[src/rtl/seq_det_ctrl.sv]
// Word-level sequencer for a serial "101" detector.
// Accepts a word, resets the detector, shifts the word out MSB-first and
// counts the detector hits that belong to that word. Reports the count with
// a one-cycle done strobe.
//
// Handshake: a word is accepted on a rising edge where word_valid_in and
// word_ready_out are both high. word_ready_out is high only in IDLE. The
// producer may change or drop word_valid_in at any time while ready is low.
// Those values are ignored.
module seq_det_ctrl #(
  parameter int W       = 8,
  parameter int HIT_LAT = 1,
  parameter int CNT_W   = 4
) (
  input  logic             clock_in,
  input  logic             rst_in,
  input  logic [W-1:0]     word_in,
  input  logic             word_valid_in,
  output logic             word_ready_out,
  output logic             det_data_out,
  output logic             det_rst_out,
  input  logic             det_hit_in,
  output logic [CNT_W-1:0] hit_count_out,
  output logic             done_out,
  output logic             busy_out,
  output logic [2:0]       dbg_state
);

  typedef enum logic [2:0] {
    S_IDLE  = 3'd0,
    S_CLR   = 3'd1,
    S_SHIFT = 3'd2,
    S_DRAIN = 3'd3,
    S_DONE  = 3'd4
  } state_t;

  // k counts cycles from SHIFT cycle 0 through the end of DRAIN.
  localparam int KW = $clog2(W + HIT_LAT + 1);
  localparam logic [KW-1:0]    K_SHIFT_LAST = KW'(W - 1);
  localparam logic [KW-1:0]    K_LAST       = KW'(W + HIT_LAT - 1);
  localparam logic [KW-1:0]    K_FIRST      = KW'(HIT_LAT);
  localparam logic [CNT_W-1:0] CNT_MAX      = '1;

  state_t           state_q;
  state_t           state_d;
  logic [KW-1:0]    k_q;
  logic [W-1:0]     sr_q;
  logic [CNT_W-1:0] acc_q;
  logic [CNT_W-1:0] acc_inc;
  logic             accept;
  logic             sample;

  assign accept    = word_valid_in & word_ready_out;
  assign dbg_state = state_q;

  // A hit belongs to the current word only when it arrives within the W-cycle
  // window that starts HIT_LAT cycles after the first bit.
  assign sample  = ((state_q == S_SHIFT) || (state_q == S_DRAIN)) && (k_q >= K_FIRST);
  assign acc_inc = (sample && det_hit_in && (acc_q != CNT_MAX)) ? acc_q + 1'b1 : acc_q;

  // Next-state logic.
  always_comb begin
    state_d = state_q;
    case (state_q)
      S_IDLE:  if (accept) state_d = S_CLR;
      S_CLR:   state_d = S_SHIFT;
      S_SHIFT: if (k_q == K_SHIFT_LAST) state_d = S_DRAIN;
      S_DRAIN: if (k_q == K_LAST) state_d = S_DONE;
      S_DONE:  state_d = S_IDLE;
      default: state_d = S_IDLE;
    endcase
  end

  // State register.
  always_ff @(posedge clock_in) begin
    if (rst_in) state_q <= S_IDLE;
    else        state_q <= state_d;
  end

  // Datapath and registered outputs, all decoded from the state being entered.
  always_ff @(posedge clock_in) begin
    if (rst_in) begin
      k_q            <= '0;
      sr_q           <= '0;
      acc_q          <= '0;
      det_data_out   <= 1'b0;
      det_rst_out    <= 1'b1;
      word_ready_out <= 1'b1;
      busy_out       <= 1'b0;
      done_out       <= 1'b0;
      hit_count_out  <= '0;
    end else begin
      det_rst_out    <= (state_d == S_CLR);
      word_ready_out <= (state_d == S_IDLE);
      busy_out       <= (state_d != S_IDLE);
      done_out       <= (state_d == S_DONE);

      if ((state_q == S_IDLE) && accept) begin
        sr_q  <= word_in;
        acc_q <= '0;
      end

      if ((state_q == S_SHIFT) || (state_q == S_DRAIN)) begin
        k_q   <= k_q + 1'b1;
        acc_q <= acc_inc;
      end else begin
        k_q <= '0;
      end

      if (state_d == S_SHIFT) begin
        det_data_out <= sr_q[W-1];
        sr_q         <= {sr_q[W-2:0], 1'b0};
      end else begin
        det_data_out <= 1'b0;
      end

      // The last window sample lands on the edge entering DONE, so take acc_inc.
      if (state_d == S_DONE) hit_count_out <= acc_inc;
    end
  end

endmodule

[config.mk]
export PLATFORM = sky130hd
export DESIGN_NAME = seq_det_ctrl
export DESIGN_NICKNAME = d
export VERILOG_FILES = /design/src/rtl/seq_det_ctrl.sv
export SDC_FILE = /design/constraint.sdc
export NUM_CORES = 1
export LEC_CHECK = 0
export BUFFER_PORTS_ARGS = -buffer_cell sky130_fd_sc_hd__buf_2
export CAP_MARGIN = 20
export CORE_UTILIZATION = 35
export DETAILED_ROUTE_END_ITERATION = 10
export GPL_TIMING_DRIVEN = 1
export SLEW_MARGIN = 20
export SYNTH_ARGS = -nofsm -noshare
export SYNTH_HDL_FRONTEND = slang
export SYNTH_SLANG_ARGS = --single-unit
[constraint.sdc]
create_clock -name clock_in -period 2.65 [get_ports clock_in]
set_input_delay 0.3975 -clock clock_in [delete_from_list [all_inputs] [get_ports clock_in]]
set_output_delay 0.3975 -clock clock_in [all_outputs]
set_load 0.005 [all_outputs]
==> results.md, run 1 <==
* FFs w/ async S/R, synth at 0%
* P per Cell Area at 552 nW/um^2
* Final hold violation count at 0
* Setup TNS at 0 ns
* Reg clk slew, reported paths at 0.14 ns
* Max VDD drop at 0.000390 V
* Fmax at 526 MHz
* Total track usage at 13.9%
* #FFs+latches synth at 28
* Starting density of the core at 36.4%
* IO buf count at 23
* Largest net degree at the start of global routing at 28
* TritonCTS buffer count at 3
* Height of the die at 60.9 um
* IO Pins at 24
* Number of global-route vias before repair at 872
* MaxCap Viol Count at 0
* Final Critical Period at 1.90 ns
* Post-synthesis cell area at 1210 um^2
* CTS resizes at 0
* Share of cells above drive strength 1 at 22.8%
* R2r endpoint: acc_q[1]
* Hold Buf Count CTS at 0
* EDFF count, synth at 0
* Antenna Cells at 0
* H-tree Lvls at 1
* R2r setup slk at 0.75 ns
* Core area at 3340 um^2
* Req. time, crit path at 2.89 ns
* Slew @ Worst Pin at 0.458 ns
* Syn nets at 141
* Placed Cells at 187
* Final-report max-slew violation count at 0
* GPL Wtd Cong at 0.864
* CTS tree: built
* Nets at 162
* Setup Buffers After CTS at 0
* Setup violators final at 0
* Area Growth Syn to Fin at 14.9%
* Total number of vias at 987
* DRT Wirelength at 2260 um
* Starting DRT DRC Count at 79
* Clock Sinks at 28
* ANT nets after route at 0
* Post-DP HPWL at 1690 um
* FILL cells at 347
* Initial antenna violation count at 0
* Hold path start: word_in[4]
* WHS Endpoint: sr_q[4]
* WS Path Type: reg -> reg
* Cells after Synth at 125
* Std-Cell Rows at 21
* RSZ-0062 raised after global routing: no
* Maximum buffer depth of the clock tree at 2
* Worst reg-to-reg path cell count at 6
* Post-route DRC violation count at 0
* Synth Flop Type: dfxtp_1
* Post-Syn Area per Cell at 9.72 um^2
* Synth warnings at 0
* CTS root buffer: clkbuf_4
* CP arrival at 2.14 ns
* Non-filler cells, final at 191
* Die W at 60.9 um
* Die Area at 3710 um^2
* CP Launch Type: flip-flop
* Type of the worst min-delay path: in -> reg
* Vias per std cell at 5.17
* WHS Path Cells at 3
* Seq/Total Area, Yosys at 46.1%
* Worst r2r src: k_q[1]
* Drt wl/cell at 11.8 um
* Slew headroom at 69.3%
* Unique masters post-synth at 38
* Crit-path max FO at 7
* Fin crit share at 71.7%
* Leak at 0.554 nW
* Final global-route overflow total at 0
* Status: finished clean
* Hold slack at 0.301 ns
* Insertion delay to the later sink of the worst-skew pair at 0.32 ns
* Setup crit end kind: flip-flop
* First-pass detailed-route iteration total at 4
* First-pass GRT wire length at 3800 um
* Layout Skew at 0.00120 ns
## sequential cells by signal, indices dropped and copies added (netlist names)
signal / count
word_ready_out: 1
hit_count_out: 4
acc_q: 4
det_rst_out: 1
done_out: 1
busy_out: 1
sr_q: 8
det_data_out: 1
dbg_state: 3
k_q: 4
## power breakdown
group / leakage, nW / switching, mW / internal, mW
sequential: 0.228 / 0.0186 / 0.442
clock: 0.0210 / 0.120 / 0.0840
combinational: 0.305 / 0.0564 / 0.0488
## synth_stat cells, drive strengths merged (4+ instances only)
| library cell | count | area (um^2) |
|---|---|---|
| a222oi | 7 | 70.1 |
| inv | 5 | 18.8 |
| buf | 4 | 26.3 |
| clkbuf | 4 | 15.0 |
| nor2 | 14 | 52.6 |
| dfxtp | 28 | 561 |
| a21oi | 4 | 20.0 |
| ha | 4 | 50.1 |
| nor2b | 4 | 25.0 |
| nor3 | 6 | 35.0 |
| a211oi | 5 | 37.5 |
## per-layer routing
| metal | track usage, % | wire (um) | up-vias | share of wire [%] |
|---|---|---|---|---|
| met5 | 0 | 0 | - | 0 |
| met4 | 1.30 | 0 | 0 | 0 |
| met3 | 4.90 | 134 | 0 | 5.9 |
| met2 | 25.1 | 1080 | 33 | 48 |
| met1 | 16.5 | 1050 | 452 | 46 |
| li1 | - | - | 502 | - |
## metrics by stage
step / power [mW] / utilization, % / worst slack [ns] / cell area [um^2]
2_1_floorplan: 0.541 / - / 0.750 / 1210
3_3_place_gp: 0.573 / 40.8 / 0.814 / 1360
3_5_place_dp: 0.577 / 40.8 / 0.767 / 1360
4_1_cts: 0.783 / 41.8 / 0.744 / 1400
5_1_grt: 0.815 / 41.8 / 0.655 / 1400
6_report: 0.770 / 41.8 / 0.750 / 1400
## worst max-delay path, cell delays in order, from the launching register on
cell and delay [ns]:
dfxtp_1 0.38, inv_1 0.07, ha_1 0.17, or4b_4 0.49
and3_4 0.23, or4_1 0.39, o311ai_1 0.09
## logic make-up (layout without fill, tap and decap cells)
group	count (synthesis)	in the layout	share of synthesized area (%)
AOI/OAI and AO/OA	24	24	15.8
DFF	28	28	46.1
and+or+nand+nor	48	48	23.1
muxes	2	2	1.65
buffers and inverters	13	33	4.94
xor gates and xnor gates	6	6	4.33
adders and majority gates	4	4	4.12
## layout by cell type, fill, tap and decap left out, types with 2 or more instances in the layout
cell,n
dfxtp_1,28
xor2_1,3
nor3_1,5
and3_1,2
a222oi_1,7
nand3_1,2
mux2i_1,2
nand2_1,3
buf_2,23
a311oi_1,2
a211oi_1,5
xnor2_1,3
nor2_1,14
a21oi_1,4
inv_1,5
or2_1,2
nand2b_1,3
clkbuf_4,3
nand4_1,2
nand3b_1,2
nor2b_1,4
ha_1,4
## final cells by class
| class | count | area (um^2) | share of cell area, % |
|---|---|---|---|
| Multi-Input combinational cell | 84 | 601 | 43.0 |
| Sequential cell | 28 | 561 | 40.1 |
| Timing Repair Buffer | 24 | 123 | 8.78 |
| Tap cell | 46 | 57.6 | 4.12 |
| Clock buffer | 4 | 36.3 | 2.60 |
| Inverter | 5 | 18.8 | 1.34 |
## worst max-delay path by stage
stage	end	from	cells past startpoint	slack (ns)
6_report	acc_q[1]	k_q[1]	6	0.75
2_1_floorplan	acc_q[1]	k_q[1]	7	0.75
3_3_place_gp	acc_q[1]	k_q[1]	6	0.81
4_1_cts	acc_q[1]	k_q[1]	6	0.74
3_5_place_dp	acc_q[1]	k_q[1]	6	0.77
5_1_grt	acc_q[1]	k_q[1]	6	0.65
Power figures use the tool's default switching activity.
==> run 2: changes to the inputs <==
Settings changed: ABC_AREA set to 1.
Clock period 2.65 ns to 1.6 ns, I/O delays scaled along.
==> run 2 against run 1 <==
  * Sequential power up 62%
  * Clock skew up 0.0022 ns
  * Sequential share of layout area down 5.9 points
  * Setup slack worse by 0.61 ns
  * Global-route usage up 0.52 points
  * Sequential cell count unchanged
  * Worst hold slack worse by 0.091 ns
  * Via count up 19%
  * First-iteration DRC count up 7.6%
  * Largest cell class unchanged
  * Largest power group unchanged
  * Highest routed layer unchanged
==> results.md, run 2 <==
* WS Path Type: reg -> reg
* Area after DPL at 1520 um^2 (+12%)
* Drt wl/cell at 9.73 um (-18%)
* Unique masters post-synth at 20 (-47%)
* Footprint of the multi-input gates at 677 um^2 (+13%)
* Post-Syn Area per Cell at 6.80 um^2 (-30%)
* Core area at 3470 um^2 (+3.9%)
* Final hold violation count at 0 (unchanged)
* Post-route DRC violation count at 0 (unchanged)
* Antenna Cells at 0 (unchanged)
* Std-Cell Rows at 21 (unchanged)
* Number of global-route vias before repair at 1087 (+25%)
* Die W at 63.6 um (+4.3%)
* Sw Share at 25.3% (-0.099 points)
* CTS tree: built
* Crit-path max FO at 7 (unchanged)
* Largest reg by FF count: sr_q
* Total track usage at 14.5% (+0.52 points)
* ANT nets after route at 0 (unchanged)
* Final global-route overflow total at 0 (unchanged)
* Most frequent cells in the layout: nand2_1 (49), nor2_1 (33), inv_1 (29)
* Clock Sinks at 28 (unchanged)
* Max VDD drop at 0.000468 V (+20%)
* IO buf count at 23 (unchanged)
* Seq/Total Area, Yosys at 42.3% (-3.9 points)
* Worst reg-to-reg path cell count at 10 (+4)
* Starting DRT DRC Count at 85 (+7.6%)
* WHS Path Cells at 3 (unchanged)
* CP Launch Type: flip-flop
* Area Growth Syn to Fin at 24.4%
* Synth Flop Type: dfxtp_1
* Fmax at 685 MHz (+30%)
* Hold Buf Count CTS at 0 (unchanged)
* Leak at 0.830 nW (+50%)
* Final Util at 47.6% (+5.7 points)
* Status: finished clean
* #FFs+latches synth at 28 (unchanged)
* Count leader, synth: nand2_1
* Vias per std cell at 4.34 (-16%)
* Final Instance Area at 1650 um^2 (+18%)
* P per Cell Area at 939 nW/um^2 (+70%)
* FFs w/ async S/R, synth at 0% (unchanged)
* H-tree Lvls at 1 (unchanged)
* IO Pins at 24 (unchanged)
* Initial antenna violation count at 0 (unchanged)
* EDFF count, synth at 0 (unchanged)
* Seq pwr share at 48.3% (-12 points)
* Layout Skew at 0.00344 ns (+0.00224 ns)
* Cells after Synth at 195 (+56%)
* Share of the synthesized area in the top cell type at 42.3% (-3.9 points)
* CP arrival at 1.62 ns (-0.52 ns)
* FILL cells at 370 (+6.6%)
* Total number of vias at 1177 (+19%)
* Internal Pwr Total at 1.16 mW (+100%)
* Commonest non-fill, non-tap cell in the layout: nand2_1
* Setup violators final at 0 (unchanged)
* Maximum buffer depth of the clock tree at 2 (unchanged)
* Fin crit share at 91.3% (+20 points)
* Height of the die at 63.6 um (+4.3%)
* List of most frequent post-synthesis cells: nand2_1 (52), nor2_1 (35), inv_1 (32)
* Nets at 242 (+49%)
* Share of cells above drive strength 1 at 24.4% (+1.7 points)
* First-pass detailed-route iteration total at 6 (+2)
* Synth warnings at 0 (unchanged)
* Dominant cell type by area after synthesis: dfxtp_1
* FF/Latch Area at 566 um^2 (+0.89%)
* CTS root buffer: clkbuf_8
* Req. time, crit path at 1.76 ns (-1.13 ns)
* Sw Pwr at 392 uW (+100%)
* GPL Wtd Cong at 0.729 (-16%)
* Syn nets at 211 (+50%)
* TritonCTS buffer count at 3 (unchanged)
* Type of the worst min-delay path: in -> reg
* MaxCap Viol Count at 0 (unchanged)
* Max reg flops at 8 (unchanged)
* Slew headroom at 76.2% (+6.9 points)
* Final Critical Period at 1.46 ns (-0.440 ns)
* RSZ-0062 raised after global routing: yes
* Largest net degree at the start of global routing at 18 (-36%)
* Starting density of the core at 38.2% (+1.8 points)
* Post-synthesis cell area at 1330 um^2 (+9.2%)
* First-pass GRT wire length at 4680 um (+23%)
* Clk network pwr share at 35.7% (+9.2 points)
* Reg clk slew, reported paths at 0.09 ns (-0.05 ns)
* DRT Wirelength at 2640 um (+16%)
* Final-report max-slew violation count at 0 (unchanged)
* Setup crit end kind: flip-flop
* Synth area leaders: dfxtp_1 (42%), nand2_1 (15%), nor2_1 (9.9%)
* Insertion delay to the later sink of the worst-skew pair at 0.27 ns (-0.05 ns)
* Slew @ Worst Pin at 0.358 ns (-0.101 ns)
* Die Area at 4040 um^2 (+8.9%)
* Comb power frac at 16.0% (+2.3 points)
* Post-DP HPWL at 1960 um (+16%)
-- run 2: cell types whose count changed in the layout (fill, tap and decap cells not counted), sizes merged, moves of 7 or more --
| cell | delta |
|---|---|
| nand2 | +51 |
| inv | +28 |
| a222oi | -7 |
| nor2 | +24 |
| nand3 | +12 |
-- run 2: cells by family (layout without fill, tap and decap cells) --
family,after synthesis,after routing,share of synthesized area [%]
AOI/OAI and AO/OA,17,17,7.74
xor gates and xnor gates,1,1,0.660
adders and majority gates,4,4,3.77
buffers and inverters,35,65,9.91
DFF,28,28,42.3
and+or+nand+nor,110,110,35.7
-- run 2: final timing paths --
path,startpoint,endpoint,slack [ns]
hold reg to reg,k_q[0],k_q[0],0.47
setup / recovery,k_q[0],sr_q[3],0.14
setup reg to reg,k_q[0],sr_q[3],0.14
hold / removal,word_in[0],sr_q[0],0.21
-- run 2: metal layers --
| layer | up-vias | share of wire (%) | GRT usage, % |
|---|---|---|---|
| li1 | 653 | - | - |
| met1 | 506 | 50 | 18.9 |
| met2 | 18 | 47 | 23.8 |
| met3 | 0 | 3.6 | 3.80 |
| met4 | 0 | 0 | 2.56 |
| met5 | - | 0 | 0 |
-- run 2: final cells by class --
type	instances	area share (%)
multi-input combinational	132	41.0
clock buffer	3	2.50
timing repair buffer	28	9.25
inverter	33	7.66
clock inverter	1	1.82
sequential	28	34.3
tap	46	3.49
-- run 2: critical path: stages (launching register included) --
cell and delay (ns):
dfxtp_4 0.39, inv_4 0.04, ha_4 0.15, nand2_2 0.05, nor2_1 0.03, nand2_1 0.12
nand2_2 0.10, o21ai_4 0.24, nor2_1 0.07, nor2_1 0.11, nor2_1 0.04
-- run 2: what timing repair did --
| action | 4_1_cts | 5_1_grt |
|---|---|---|
| pin swaps | 0 | 9 |
| gates resized for setup | 1 | 16 |
| gates cloned | 0 | 0 |
| setup endpoints to repair | 7 | 14 |
| setup buffers | 0 | 1 |
-- run 2: through the flow --
| step | total power [mW] | TNS, ns | cells | setup WS, ns | hold WS, ns |
|---|---|---|---|---|---|
| after global routing | 1.64 | -0.0180 | 271 | -0.0180 | 0.207 |
| after CTS | 1.56 | 0 | 270 | 0.0230 | 0.205 |
| final | 1.55 | 0 | 271 | 0.139 | 0.210 |
| after floorplan | 0.920 | 0 | 195 | 0.154 | 0.383 |
| after detailed placement | 1.00 | -0.0231 | 266 | -0.0198 | 0.461 |
| after global placement | 1.00 | 0 | 266 | 0.0257 | 0.447 |
-- run 2: power groups by stage --
stage / sequential [mW] / combinational [mW] / clock [mW]
2_1_floorplan: 0.765 / 0.154 / 0
3_3_place_gp: 0.765 / 0.235 / 0
3_5_place_dp: 0.765 / 0.235 / 0
4_1_cts: 0.749 / 0.242 / 0.568
5_1_grt: 0.753 / 0.288 / 0.596
6_report: 0.749 / 0.249 / 0.553
